## src/rtl/csr_trap_unit.sv

```systemverilog
// rtl/csr_trap_unit.sv - machine-mode CSR file and trap controller for the ButterFly RV32IM core.
// Optional 64-bit cycle/instret counters are built only when CSR_COUNTERS_EN is defined.
module csr_trap_unit #(
    parameter int          NUM_PLAT_IRQ = 4,
    parameter logic [31:0] MTVEC_RESET  = 32'h0000_0100,
    parameter logic [31:0] HART_ID      = 32'd0,
    parameter int          CNT_W        = 64,
    localparam int         PLAT_W       = (NUM_PLAT_IRQ > 0) ? NUM_PLAT_IRQ : 1
) (
    input  logic              clk_i,
    input  logic              rst_i,
    input  logic              csr_en_i,
    input  logic [1:0]        csr_op_i,
    input  logic [11:0]       csr_addr_i,
    input  logic [31:0]       csr_wdata_i,
    output logic [31:0]       csr_rdata_o,
    output logic              csr_illegal_o,
    input  logic              instret_i,
    input  logic              exception_i,
    input  logic [31:0]       exception_pc_i,
    input  logic [4:0]        exception_cause_i,
    input  logic [31:0]       exception_tval_i,
    input  logic              irq_ext_i,
    input  logic              irq_timer_i,
    input  logic              irq_soft_i,
    input  logic [PLAT_W-1:0] irq_plat_i,
    input  logic [31:0]       irq_pc_i,
    input  logic              irq_allow_i,
    input  logic              mret_i,
    output logic              trap_taken_o,
    output logic [31:0]       trap_vector_o,
    output logic              mret_taken_o,
    output logic [31:0]       mepc_o,
    output logic              irq_pending_o
);

    localparam logic [31:0] MIE_MASK = 32'h0000_0888 |
                                       (((32'h1 << NUM_PLAT_IRQ) - 32'h1) << 16);

    logic        r_mstatus_mie;
    logic        r_mstatus_mpie;
    logic [31:0] r_mie;
    logic [31:0] r_mtvec;
    logic [31:0] r_mscratch;
    logic [31:0] r_mepc;
    logic [31:0] r_mcause;
    logic [31:0] r_mtval;

    logic [31:0] w_mip;
    logic [31:0] w_pend;
    logic [31:0] w_mstatus;
    logic [4:0]  w_irq_code;
    logic        w_irq_take;
    logic        w_trap;
    logic        w_mret_take;
    logic [31:0] w_rd_val;
    logic        w_impl;
    logic        w_ro;
    logic [31:0] w_wval;
    logic        w_we;
    logic [31:0] w_vec_base;

`ifdef CSR_COUNTERS_EN
    logic [CNT_W-1:0] r_mcycle;
    logic [CNT_W-1:0] r_minstret;
    logic             w_unused_bits;
    assign w_unused_bits = ^{exception_pc_i[1:0], irq_pc_i[1:0]};
`else
    logic             w_unused_bits;
    assign w_unused_bits = ^{exception_pc_i[1:0], irq_pc_i[1:0], instret_i};
`endif

    always_comb begin
        w_mip     = '0;
        w_mip[3]  = irq_soft_i;
        w_mip[7]  = irq_timer_i;
        w_mip[11] = irq_ext_i;
        for (int i = 0; i < NUM_PLAT_IRQ; i++) begin
            w_mip[16+i] = irq_plat_i[i];
        end
    end

    assign w_pend    = r_mie & w_mip;
    assign w_mstatus = {19'b0, 2'b11, 3'b0, r_mstatus_mpie, 3'b0, r_mstatus_mie, 3'b0};

    // Later assignments win: platform lines scanned high-to-low, then MTI, MSI, MEI.
    always_comb begin
        w_irq_code = 5'd0;
        for (int i = NUM_PLAT_IRQ - 1; i >= 0; i--) begin
            if (w_pend[16+i]) w_irq_code = 5'(16 + i);
        end
        if (w_pend[7])  w_irq_code = 5'd7;
        if (w_pend[3])  w_irq_code = 5'd3;
        if (w_pend[11]) w_irq_code = 5'd11;
    end

    assign w_irq_take  = irq_allow_i & r_mstatus_mie & (|w_pend);
    assign w_trap      = exception_i | w_irq_take;
    assign w_mret_take = mret_i & ~w_trap;
    assign w_vec_base  = {r_mtvec[31:2], 2'b00};

    always_comb begin
        trap_vector_o = 32'd0;
        if (w_trap) begin
            if (!exception_i && r_mtvec[1:0] == 2'b01)
                trap_vector_o = w_vec_base + {25'd0, w_irq_code, 2'b00};
            else
                trap_vector_o = w_vec_base;
        end else if (w_mret_take) begin
            trap_vector_o = r_mepc;
        end
    end

    assign trap_taken_o  = w_trap;
    assign mret_taken_o  = w_mret_take;
    assign mepc_o        = r_mepc;
    assign irq_pending_o = |w_pend;

    always_comb begin
        w_rd_val = 32'd0;
        w_impl   = 1'b1;
        w_ro     = 1'b0;
        case (csr_addr_i)
            12'h300: w_rd_val = w_mstatus;
            12'h301: begin w_rd_val = 32'h4000_1100; w_ro = 1'b1; end
            12'h304: w_rd_val = r_mie;
            12'h305: w_rd_val = r_mtvec;
            12'h340: w_rd_val = r_mscratch;
            12'h341: w_rd_val = r_mepc;
            12'h342: w_rd_val = r_mcause;
            12'h343: w_rd_val = r_mtval;
            12'h344: begin w_rd_val = w_mip; w_ro = 1'b1; end
            12'hF14: begin w_rd_val = HART_ID; w_ro = 1'b1; end
`ifdef CSR_COUNTERS_EN
            12'hB00: w_rd_val = r_mcycle[31:0];
            12'hB80: w_rd_val = 32'(r_mcycle[CNT_W-1:32]);
            12'hB02: w_rd_val = r_minstret[31:0];
            12'hB82: w_rd_val = 32'(r_minstret[CNT_W-1:32]);
            12'hC00: begin w_rd_val = r_mcycle[31:0]; w_ro = 1'b1; end
            12'hC80: begin w_rd_val = 32'(r_mcycle[CNT_W-1:32]); w_ro = 1'b1; end
            12'hC02: begin w_rd_val = r_minstret[31:0]; w_ro = 1'b1; end
            12'hC82: begin w_rd_val = 32'(r_minstret[CNT_W-1:32]); w_ro = 1'b1; end
`endif
            default: w_impl = 1'b0;
        endcase
    end

    assign csr_rdata_o   = csr_en_i ? w_rd_val : 32'd0;
    assign csr_illegal_o = csr_en_i & (~w_impl | (w_ro & (csr_op_i != 2'b00)));

    always_comb begin
        case (csr_op_i)
            2'b01:   w_wval = csr_wdata_i;
            2'b10:   w_wval = w_rd_val | csr_wdata_i;
            2'b11:   w_wval = w_rd_val & ~csr_wdata_i;
            default: w_wval = w_rd_val;
        endcase
    end

    // Trap entry and mret own the cycle; a CSR write alongside them is dropped.
    assign w_we = csr_en_i & (csr_op_i != 2'b00) & w_impl & ~w_ro & ~w_trap & ~w_mret_take;

    always_ff @(posedge clk_i or posedge rst_i) begin
        if (rst_i) begin
            r_mstatus_mie  <= 1'b0;
            r_mstatus_mpie <= 1'b0;
            r_mie          <= 32'd0;
            r_mtvec        <= MTVEC_RESET;
            r_mscratch     <= 32'd0;
            r_mepc         <= 32'd0;
            r_mcause       <= 32'd0;
            r_mtval        <= 32'd0;
        end else if (w_trap) begin
            r_mepc         <= exception_i ? {exception_pc_i[31:2], 2'b00}
                                          : {irq_pc_i[31:2], 2'b00};
            r_mcause       <= exception_i ? {27'd0, exception_cause_i}
                                          : {1'b1, 26'd0, w_irq_code};
            r_mtval        <= exception_i ? exception_tval_i : 32'd0;
            r_mstatus_mpie <= r_mstatus_mie;
            r_mstatus_mie  <= 1'b0;
        end else if (w_mret_take) begin
            r_mstatus_mie  <= r_mstatus_mpie;
            r_mstatus_mpie <= 1'b1;
        end else if (w_we) begin
            case (csr_addr_i)
                12'h300: begin
                    r_mstatus_mie  <= w_wval[3];
                    r_mstatus_mpie <= w_wval[7];
                end
                12'h304: r_mie <= w_wval & MIE_MASK;
                // Reserved MODE encodings keep the previous mode; BASE always updates.
                12'h305: r_mtvec <= {w_wval[31:2], w_wval[1] ? r_mtvec[1:0] : w_wval[1:0]};
                12'h340: r_mscratch <= w_wval;
                12'h341: r_mepc     <= {w_wval[31:2], 2'b00};
                12'h342: r_mcause   <= w_wval;
                12'h343: r_mtval    <= w_wval;
                default: ;
            endcase
        end
    end

`ifdef CSR_COUNTERS_EN
    always_ff @(posedge clk_i or posedge rst_i) begin
        if (rst_i) begin
            r_mcycle   <= '0;
            r_minstret <= '0;
        end else begin
            if (w_we && csr_addr_i == 12'hB00)
                r_mcycle[31:0] <= w_wval;
            else if (w_we && csr_addr_i == 12'hB80)
                r_mcycle[CNT_W-1:32] <= w_wval[CNT_W-33:0];
            else
                r_mcycle <= r_mcycle + CNT_W'(1);

            if (w_we && csr_addr_i == 12'hB02)
                r_minstret[31:0] <= w_wval;
            else if (w_we && csr_addr_i == 12'hB82)
                r_minstret[CNT_W-1:32] <= w_wval[CNT_W-33:0];
            else if (instret_i)
                r_minstret <= r_minstret + CNT_W'(1);
        end
    end
`endif

endmodule

```

## config.mk

```make
export PLATFORM = sky130hd
export DESIGN_NAME = csr_trap_unit
export DESIGN_NICKNAME = d
export VERILOG_FILES = /design/src/rtl/csr_trap_unit.sv
export SDC_FILE = /design/constraint.sdc
export NUM_CORES = 1
export LEC_CHECK = 0
export BUFFER_PORTS_ARGS = -buffer_cell sky130_fd_sc_hd__buf_4
export CELL_PAD_IN_SITES_DETAIL_PLACEMENT = 1
export CELL_PAD_IN_SITES_GLOBAL_PLACEMENT = 2
export CORE_MARGIN = 5
export CORE_UTILIZATION = 34
export CTS_CLUSTER_SIZE = 25
export DETAILED_ROUTE_END_ITERATION = 6
export HOLD_SLACK_MARGIN = 0.02
export PLACE_DENSITY_LB_ADDON = 0.08
export SETUP_SLACK_MARGIN = 0.4
export SYNTH_ARGS = -nofsm -noshare
export SYNTH_HDL_FRONTEND = slang
export SYNTH_SLANG_ARGS = --single-unit
export TNS_END_PERCENT = 50
```

## constraint.sdc

```tcl
create_clock -name clk_i -period 9.7 [get_ports clk_i]
set_input_delay 0.485 -clock clk_i [delete_from_list [all_inputs] [get_ports clk_i]]
set_output_delay 0.485 -clock clk_i [all_outputs]
set_load 0.02 [all_outputs]
```

[After elaboration in Yosys (flattened, before gate mapping)]
Cells that the tools add are included.
Operators by class
  add/subtract/negate cells: 1
  equality and inequality tests: 14
  multiplexer cells: 38
  bitwise logic cells: 21
  reduce and logical (&&, ||, !) cells: 20
Operators with widths (number)
  $mux W32: 19
  $pmux W32 S9: 1
  $eq A12 B10 Y1 const B: 9
  $pmux W32 S3: 1
  $mux W5: 7
  $add A32 B7 Y32: 1
  $and A32 B32 Y32: 1
  $not A32 Y32: 1
  $or A32 B32 Y32: 1
  $reduce_or A32 Y1: 1
  $and A20 B20 Y20: 1
  $eq A12 B12 Y1 const B: 1
  $reduce_and A4 Y1: 3
  $and A1 B1 Y1: 10
  $mux W1: 10
  $reduce_bool A2 Y1: 5
  $reduce_or A10 Y1: 1
  $reduce_and A3 Y1: 3
  $reduce_bool A3 Y1: 2
  $not A1 Y1: 5
  $reduce_and A5 Y1: 1
  $eq A2 B2 Y1 const B: 2
  $reduce_or A3 Y1: 1
  $eq A2 B1 Y1 const B: 1
  5 further kinds: 6
Storage, ports and cells
  bits in registers: 168
  input port bits: 161

[Longest topological paths before layout]
Gate-level depths: netlist of the first run.
  depth in word-level cells: 11
  depth in mapped cells: 13
  gate-level depth less buffers: 12

[Worst setup path after synthesis of the first run]
No wires, ideal clock.
  kind: input to output
  from: in irq_soft_i
  to: out trap_vector_o[12]
  data arrival time: 3.534 ns
  path slack: 5.681 ns
  stages on the path: 12
  path buffers: 1
  cells stage by stage: a222oi_1 a21boi_0 inv_1 ha_1 fa_1 a21o_1 a21o_1 a21oi_1 clkbuf_1 nor3b_1 xnor2_1 o21ai_0
Between the ends
  longest elaborated chain between the ends: 8
  elaborated cells on any way between the ends: 12
  classes of those cells: add/sub: 1; mux: 5; bitwise: 5; reduce/logical: 1
Ends and longest elaborated chain
  from (decl): RTL line 25  | input logic irq_soft_i,
  $and A20 B20 Y20 (*): RTL line 83  | assign w_pend = r_mie & w_mip;
  branches (longest 6 deep; another with $add A32 B7 Y32)
  $mux W32 (*): RTL line 104  | if (w_trap) begin
  to (decl): RTL line 31  | output logic [31:0] trap_vector_o,
Mark *: on every way between the ends.

[Final worst setup path of the first run]
  from: reg r_mie[3]
  to: out trap_vector_o[18]
Between the ends
  longest elaborated chain between the ends: 8
  elaborated cells on any way between the ends: 12
  classes of those cells: add/sub: 1; mux: 5; bitwise: 5; reduce/logical: 1
Ends and longest elaborated chain
  from (decl): RTL line 42  | logic [31:0] r_mie;
  from (signal assigned): RTL line 190  | 12'h304: r_mie <= w_wval & MIE_MASK;
  $and A20 B20 Y20 (*): RTL line 83
  branches (longest 6 deep; another with $add A32 B7 Y32)
  $mux W32 (*): RTL line 104
Marks and branches as above.

==> summary.txt, run 1 <==
GRT
  – Initial antenna violation count: 0
  – Tot GR Track Use: 30.24%
  – Pin count of the biggest net entering global routing: 76
  – Vias in the first global route: 12460
  – Overflow after GRT: 0
  – Global-route wire length before repair: 83540 um

Timing
  – Crit path time final: 4.843 ns
  – Final setup violation count: 0
  – Final setup skew: 0.01607 ns
  – Fmax: 206.5 MHz
  – Setup TNS: 0 ns
  – Least-Margin Pin Slew: 1.105 ns
  – Tcrit/Tclk final: 49.93%
  – Final slew viol count: 0
  – Final hold viol count: 0
  – RSZ-0062 raised after global routing: no
  – Max_slew headroom: 26.26%

Setup path
  – Setup Crit Path Kind: reg2out
  – CP required: 9.22 ns
  – CP Capture Type: output port
  – Worst path cell trace: a222oi_1 -> buf_4 -> a21boi_0 -> inv_1 -> ha_1 -> fa_1 -> a21o_1 -> a21o_1 -> a21oi_1 -> buf_4 -> nor4_1 -> xnor2_1 -> o21ai_0 -> buf_4
  – Critical path's slowest cell: a21boi_0
  – Most frequent CP cell: buf_4
  – Worst EP arrival: 4.36 ns
  – CP max stage delay: 0.63 ns
  – Critical path peak fanout: 12
  – CP Launch Type: register

Synth
  – Yosys reg bits: 166
  – Gate Count Post-Synth: 1390
  – Yosys Warn Count: 0
  – Count of cell types in the netlist: 93
  – EDFF count, synth: 0
  – Mean post-synth cell area: 8.205 sq um
  – Sequential area share after synthesis: 36.43%
  – Most used DFF post-synth: dfrtp_1
  – Syn Std Cell Area: 11400 sq um
  – Async set-or-reset flop fraction in the synthesized netlist: 100.0%

Detailed routing
  – WL final: 57300 um
  – Post-route ant nets: 0
  – DR iter-0 viols: 1027
  – Residual DRC: 0
  – Vias: 12373
  – Vias per cell: 6.086
  – Routed WL per cell: 28.19 um
  – DRT Pass-1 Iters: 5

Placed design
  – Routability congestion estimate: 0.9263
  – # port buffers: 251
  – Placed cell count: 2001
  – Post-DP HPWL: 40370 um

Clocking
  – Post_cts resized: 0
  – Hold_buf cts: 0
  – Clock Sinks: 166
  – Later-pin clock latency in the skew report: 0.45 ns
  – Clk slew on worst S/H paths: 0.08 ns
  – CTS tree: built
  – CTS Root Cell: clkbuf_16
  – Setup bufs post-CTS: 0
  – Clock Path Buffers: 2
  – Num CTS Buffers: 17
  – H-Tree Depth: 4

Power
  – LEAKAGE: 0.005993 uW
  – VDD IR-drop max: 136.1 uV
  – Cell Pwr Density: 125.8 nW/um^2

Floorplanning
  – Starting Density: 34.18%
  – Total core area: 33360 sq um
  – Area of the die: 37310 sq um
  – Row count: 67
  – Die Height: 193.2 um
  – I/O pins: 261
  – Die Width: 193.2 um

Outcome
  – Status: finished clean

Final layout
  – Post-Layout Cell Count: 2033
  – ANT cells: 0
  – Layout cells sized above 1: 23.28%
  – Fillers: 4093
  – Nets: 1739
  – Synth-to-Final Area Change: 24.39%

Run
  – Max cap viols: 0

Hold path
  – Min-delay worst type: in2async
cell usage after synthesis (7+ instances only):
cell      count  area share [%]
a211oi_1     22             1.4
a21o_1        7            0.46
a21oi_1     110             4.8
a221oi_1     19             1.5
a22o_1       13             1.0
a22oi_1      30             2.0
a31o_2        7            0.54
a31oi_1      11            0.60
a32o_1       16             1.4
a32oi_1      12            0.92
and2_1       21             1.2
and3_1       35             1.9
and4_1        7            0.54
buf_1         8            0.26
buf_2        25             1.1
clkbuf_1     80             2.6
dfrtp_1     165              36
inv_1        16            0.53
mux2_2       14             1.4
mux2i_1      18             1.6
nand2_1     181             6.0
nand3_1      58             2.5
nor2_1       83             2.7
nor2b_1       7            0.38
nor3_1       19            0.83
nor3b_1      17             1.1
nor4_1       13            0.71
o21ai_0     137             6.0
o21ai_1      40             1.8
o311a_1      10            0.88
o31ai_1      15            0.99
xnor2_1      26             2.0
xor2_1       13             1.0
critical path: cells and delay by family (launching register included):
family                   cells  cell delay (ns)
buffers and inverters        4             0.78
flip-flops                   1             0.41
AND/OR/NAND/NOR              1             0.09
XOR/XNOR                     1             0.15
AO/OA/AOI/OAI                6             1.81
adder cells (fa/ha/maj)      2             0.65
report_power, final:
group,leakage [uW],internal [uW],switching [uW]
Combinational,0.00352,127,204
Clock,0.000287,373,333
Sequential,0.00218,717,30.1
cell usage in the layout, fill, tap and decap left out, drive strengths merged, types with 6 or more instances in the layout:
cell	count
clkbuf	20
buf	284
nand4	7
and3	35
mux2	18
and4	8
nor4	16
xnor2	26
a22oi	31
nor2b	7
clkinv	7
mux2i	18
xor2	13
nand3	58
a32o	16
a31o	10
inv	22
dfrtp	165
a21oi	110
a32oi	13
a211oi	22
and2	23
a21o	7
o31ai	16
o21ai	177
nor3b	17
nand2	181
a22o	13
nor3	21
a31oi	11
o311a	11
nor2	86
o211a	6
a221oi	20
state kept, by name (all words and copies together), names as in the netlist:
signal and count:
r_mtval 32, r_mscratch 32, r_mstatus_mie 1, r_mie 7, mepc_o 30, r_mcause 32, r_mtvec 31, r_mstatus_mpie 1
final cells by class:
type                       instances  area, sq um  share of cell area (%)
timing repair buffer             284         2132                   15.03
clock buffer                      20        456.7                   3.219
multi-input combinational       1085         6691                   47.17
sequential                       166         4155                   29.29
inverter                          18        72.57                  0.5116
tap                              448        560.5                   3.951
clock inverter                    12        117.6                  0.8291
final timing paths:
kind	start	endpoint	slack, ns	cells after the start
hold reg to reg	r_mscratch[6]$_DFFE_PP0P_	r_mscratch[6]$_DFFE_PP0P_	0.48	2
hold / removal	rst_i	r_mtval[20]$_DFFE_PP0P_	0.04	2
setup / recovery	r_mie[3]$_DFFE_PP0P_	trap_vector_o[18]	4.86	14
max in group asynchronous	rst_i	r_mcause[29]$_DFFE_PP0P_	7.54	4
min in group clk_i	exception_tval_i[17]	r_mtval[17]$_DFFE_PP0P_	0.25	3
setup reg to reg	r_mie[3]$_DFFE_PP0P_	r_mcause[1]$_DFFE_PP0P_	6.00	10
metrics by stage:
stage	total power (uW)	hold slack, ns	setup slack, ns	utilization (%)	cell area, sq um
finish	1785	0.04420	4.857	42.52	14190
global route	1841	0.07930	4.636	42.52	14190
CTS	1788	0.05708	4.859	42.52	14190
detailed placement	1090	0.4622	5.169	40.80	13610
global placement	1086	0.4523	5.228	40.80	13610
floorplan	916.4	0.4419	4.727	-	11420
logic make-up (layout without fill, tap and decap cells):
family | after synthesis | after routing | share of synthesized area [%]
AOI/OAI and AO/OA | 509 | 509 | 29.22
xor gates and xnor gates | 39 | 39 | 2.995
adders and majority gates | 6 | 6 | 0.7241
buffers and inverters | 142 | 334 | 5.365
DFF | 166 | 166 | 36.43
muxes | 36 | 36 | 3.357
other | 1 | 4 | 0.03288
and+or+nand+nor | 491 | 491 | 21.88
layer usage:
layer	routed length, um	vias to the layer above	GRT usage, %
met4	2073	0	11.38
met2	27040	525	49.42
met3	4297	91	5.077
met1	23900	6219	40.36
met5	0	-	0
li1	-	5538	-
Power figures use the tool's default switching activity.
==> run 2: changes to the inputs <==
--- a/config.mk
+++ b/config.mk
@@ -9,7 +9,7 @@
 export CELL_PAD_IN_SITES_DETAIL_PLACEMENT = 1
 export CELL_PAD_IN_SITES_GLOBAL_PLACEMENT = 2
 export CORE_MARGIN = 5
-export CORE_UTILIZATION = 34
+export CORE_UTILIZATION = 32
 export CTS_CLUSTER_SIZE = 25
 export DETAILED_ROUTE_END_ITERATION = 6
 export HOLD_SLACK_MARGIN = 0.02
==> constraint.sdc (replaced) <==
create_clock -name clk_i -period 4.9 [get_ports clk_i]
set_input_delay 0.245 -clock clk_i [delete_from_list [all_inputs] [get_ports clk_i]]
set_output_delay 0.245 -clock clk_i [all_outputs]
set_load 0.02 [all_outputs]
==> summary.txt, run 2 (synthesis gave the netlist of run 1 again) <==
Setup path
  – CP Launch Type: register (unchanged)
  – CP required: 4.66 ns (was 9.22 ns)
  – CP Capture Type: output port (unchanged)
  – Worst EP arrival: 4.11 ns (was 4.36 ns)
  – Critical path peak fanout: 12 (unchanged)
  – Origin of the critical flop-to-flop path: r_mie[17]$_DFFE_PP0P_ (was r_mie[3]$_DFFE_PP0P_)
  – Setup Crit Path Kind: reg2out (unchanged)
  – CP startpoint: r_mie[3]$_DFFE_PP0P_ (unchanged)

Clocking
  – Clock Sinks: 166 (unchanged)
  – CTS tree: built (unchanged)
  – Num CTS Buffers: 17 (unchanged)
  – CTS Root Cell: clkbuf_16 (unchanged)
  – Setup bufs post-CTS: 0 (unchanged)
  – Clk slew on worst S/H paths: 0.08 ns (about the same)
  – Later-pin clock latency in the skew report: 0.46 ns (was 0.45 ns)
  – Clock Path Buffers: 2 (unchanged)
  – H-Tree Depth: 4 (unchanged)

Placed design
  – Post-DP HPWL: 41900 um (was 40370 um)
  – Routability congestion estimate: 0.8761 (was 0.9263)
  – # port buffers: 251 (unchanged)
  – Pre-CTS WS: 0.9225 ns (was 5.169 ns)

Final layout
  – Commonest non-fill, non-tap cell in the layout: buf_4 (unchanged)
  – Reg area: 4155 sq um (unchanged)
  – Fillers: 4258 (was 4093)
  – Finished Core Util: 40.76% (was 42.52%)
  – Synth-to-Final Area Change: 26.52% (was 24.39%)
  – ANT cells: 0 (unchanged)
  – Most frequent cells in the layout: buf_4, nand2_1, dfrtp_1 (unchanged)
  – Layout cells sized above 1: 23.33% (was 23.28%)
  – Regs by FF count: r_mcause x32, r_mscratch x32, r_mtval x32 (unchanged)
  – Area of the multi-input gates: 6684 sq um (was 6691 sq um)
  – Nets: 1767 (was 1739)

Detailed routing
  – Vias: 12496 (was 12373)
  – DRT Pass-1 Iters: 6 (was 5)
  – DR iter-0 viols: 882 (was 1027)
  – Post-route ant nets: 0 (unchanged)
  – Vias per cell: 6.028 (was 6.086)
  – WL final: 58110 um (was 57300 um)
  – Routed WL per cell: 28.03 um (was 28.19 um)
  – Residual DRC: 0 (unchanged)

Floorplanning
  – Die Height: 198.8 um (was 193.2 um)
  – I/O pins: 261 (unchanged)
  – Starting Density: 32.22% (was 34.18%)
  – Area of the die: 39520 sq um (was 37310 sq um)
  – Total core area: 35400 sq um (was 33360 sq um)
  – Row count: 69 (was 67)
  – Die Width: 198.8 um (was 193.2 um)

Power
  – Total power draw: 3476 uW (was 1785 uW)
  – Cell Pwr Density: 240.9 nW/um^2 (was 125.8 nW/um^2)
  – VDD IR-drop max: 276.3 uV (was 136.1 uV)
  – LEAKAGE: 0.006075 uW (was 0.005993 uW)

GRT
  – Overflow after GRT: 0 (unchanged)
  – Vias in the first global route: 12642 (was 12460)
  – Initial antenna violation count: 0 (unchanged)
  – Pin count of the biggest net entering global routing: 125 (was 76)
  – Global-route wire length before repair: 84340 um (was 83540 um)
  – Tot GR Track Use: 28.59% (was 30.24%)

Hold path
  – Min-delay worst type: in2reg (was in2async)
  – Critical hold path startpoint: exception_tval_i[30]

Timing
  – Final hold viol count: 0 (unchanged)
  – RSZ-0062 raised after global routing: no (unchanged)
  – Final slew viol count: 0 (unchanged)
  – Fmax: 229.4 MHz
  – Final setup violation count: 0 (unchanged)
  – Final setup margin: 0.5402 ns (was 4.857 ns)
  – Max_slew headroom: 22.51% (was 26.26%)
  – Setup TNS: 0 ns (unchanged)
  – Least-Margin Pin Slew: 1.161 ns (was 1.105 ns)
  – Final setup skew: 0.01060 ns (was 0.01607 ns)
  – Crit path time final: 4.360 ns
  – Tcrit/Tclk final: 88.98%

Run
  – Max cap viols: 0 (unchanged)

Outcome
  – Status: finished clean (unchanged)
run 2: cell type report:
class / instances / area share, %
well taps: 461 / 3.998
clock inverters: 12 / 0.6851
inverters: 18 / 0.4943
multi-input cells: 1085 / 46.32
flip-flops and latches: 166 / 28.80
clock buffers: 19 / 3.070
repair buffers: 312 / 16.63
run 2: worst paths after layout:
path | to | slack (ns) | depth (start not counted)
min in group asynchronous | r_mscratch[21]$_DFFE_PP0P_ | 0.27 | 3
worst max register to register | r_mtval[17]$_DFFE_PP0P_ | 1.79 | 7
max in group asynchronous | r_mcause[13]$_DFFE_PP0P_ | 3.63 | 4
worst min register to register | r_mscratch[12]$_DFFE_PP0P_ | 0.48 | 2
worst max-delay path | trap_vector_o[12] | 0.54 | 14
worst min-delay path | r_mtval[30]$_DFFE_PP0P_ | 0.04 | 2
run 2: critical path, stage by stage (launching register included):
cell,delay (ns)
dfrtp_1,0.41
a222oi_1,0.32
buf_4,0.22
a21boi_1,0.41
inv_1,0.09
ha_1,0.23
fa_1,0.40
a21o_1,0.18
a21o_1,0.19
a21oi_1,0.14
buf_4,0.24
nor3b_1,0.09
xnor2_1,0.15
o21ai_0,0.35
buf_4,0.22
run 2: routing by layer:
| layer | up-vias | track usage (%) | share of wire [%] |
|---|---|---|---|
| li1 | 5600 | - | - |
| met2 | 465 | 46.48 | 47 |
| met4 | 0 | 11.37 | 4.0 |
| met3 | 107 | 5.285 | 6.3 |
| met1 | 6324 | 37.78 | 43 |
| met5 | - | 0 | 0 |
run 2: metrics by stage:
step / hold WS (ns) / std cells / area, sq um
floorplan: 0.3644 / 1393 / 11420
global placement: 0.1873 / 2024 / 13710
detailed placement: 0.1903 / 2024 / 13710
CTS: 0.02346 / 2073 / 14430
global route: 0.02955 / 2073 / 14430
finish: 0.03724 / 2073 / 14430
run 2: power breakdown:
part / internal, uW / leakage [uW] / switching, uW
combinational: 265 / 0.00364 / 411
clock: 667 / 0.000249 / 653
sequential: 1420 / 0.00218 / 61.2
run 2: what timing repair did:
action / CTS / global route
setup endpoints to repair: 0 / 9
hold buffers: 18 / 0
resized for setup: 0 / 2
hold endpoints to repair: 23 / 0
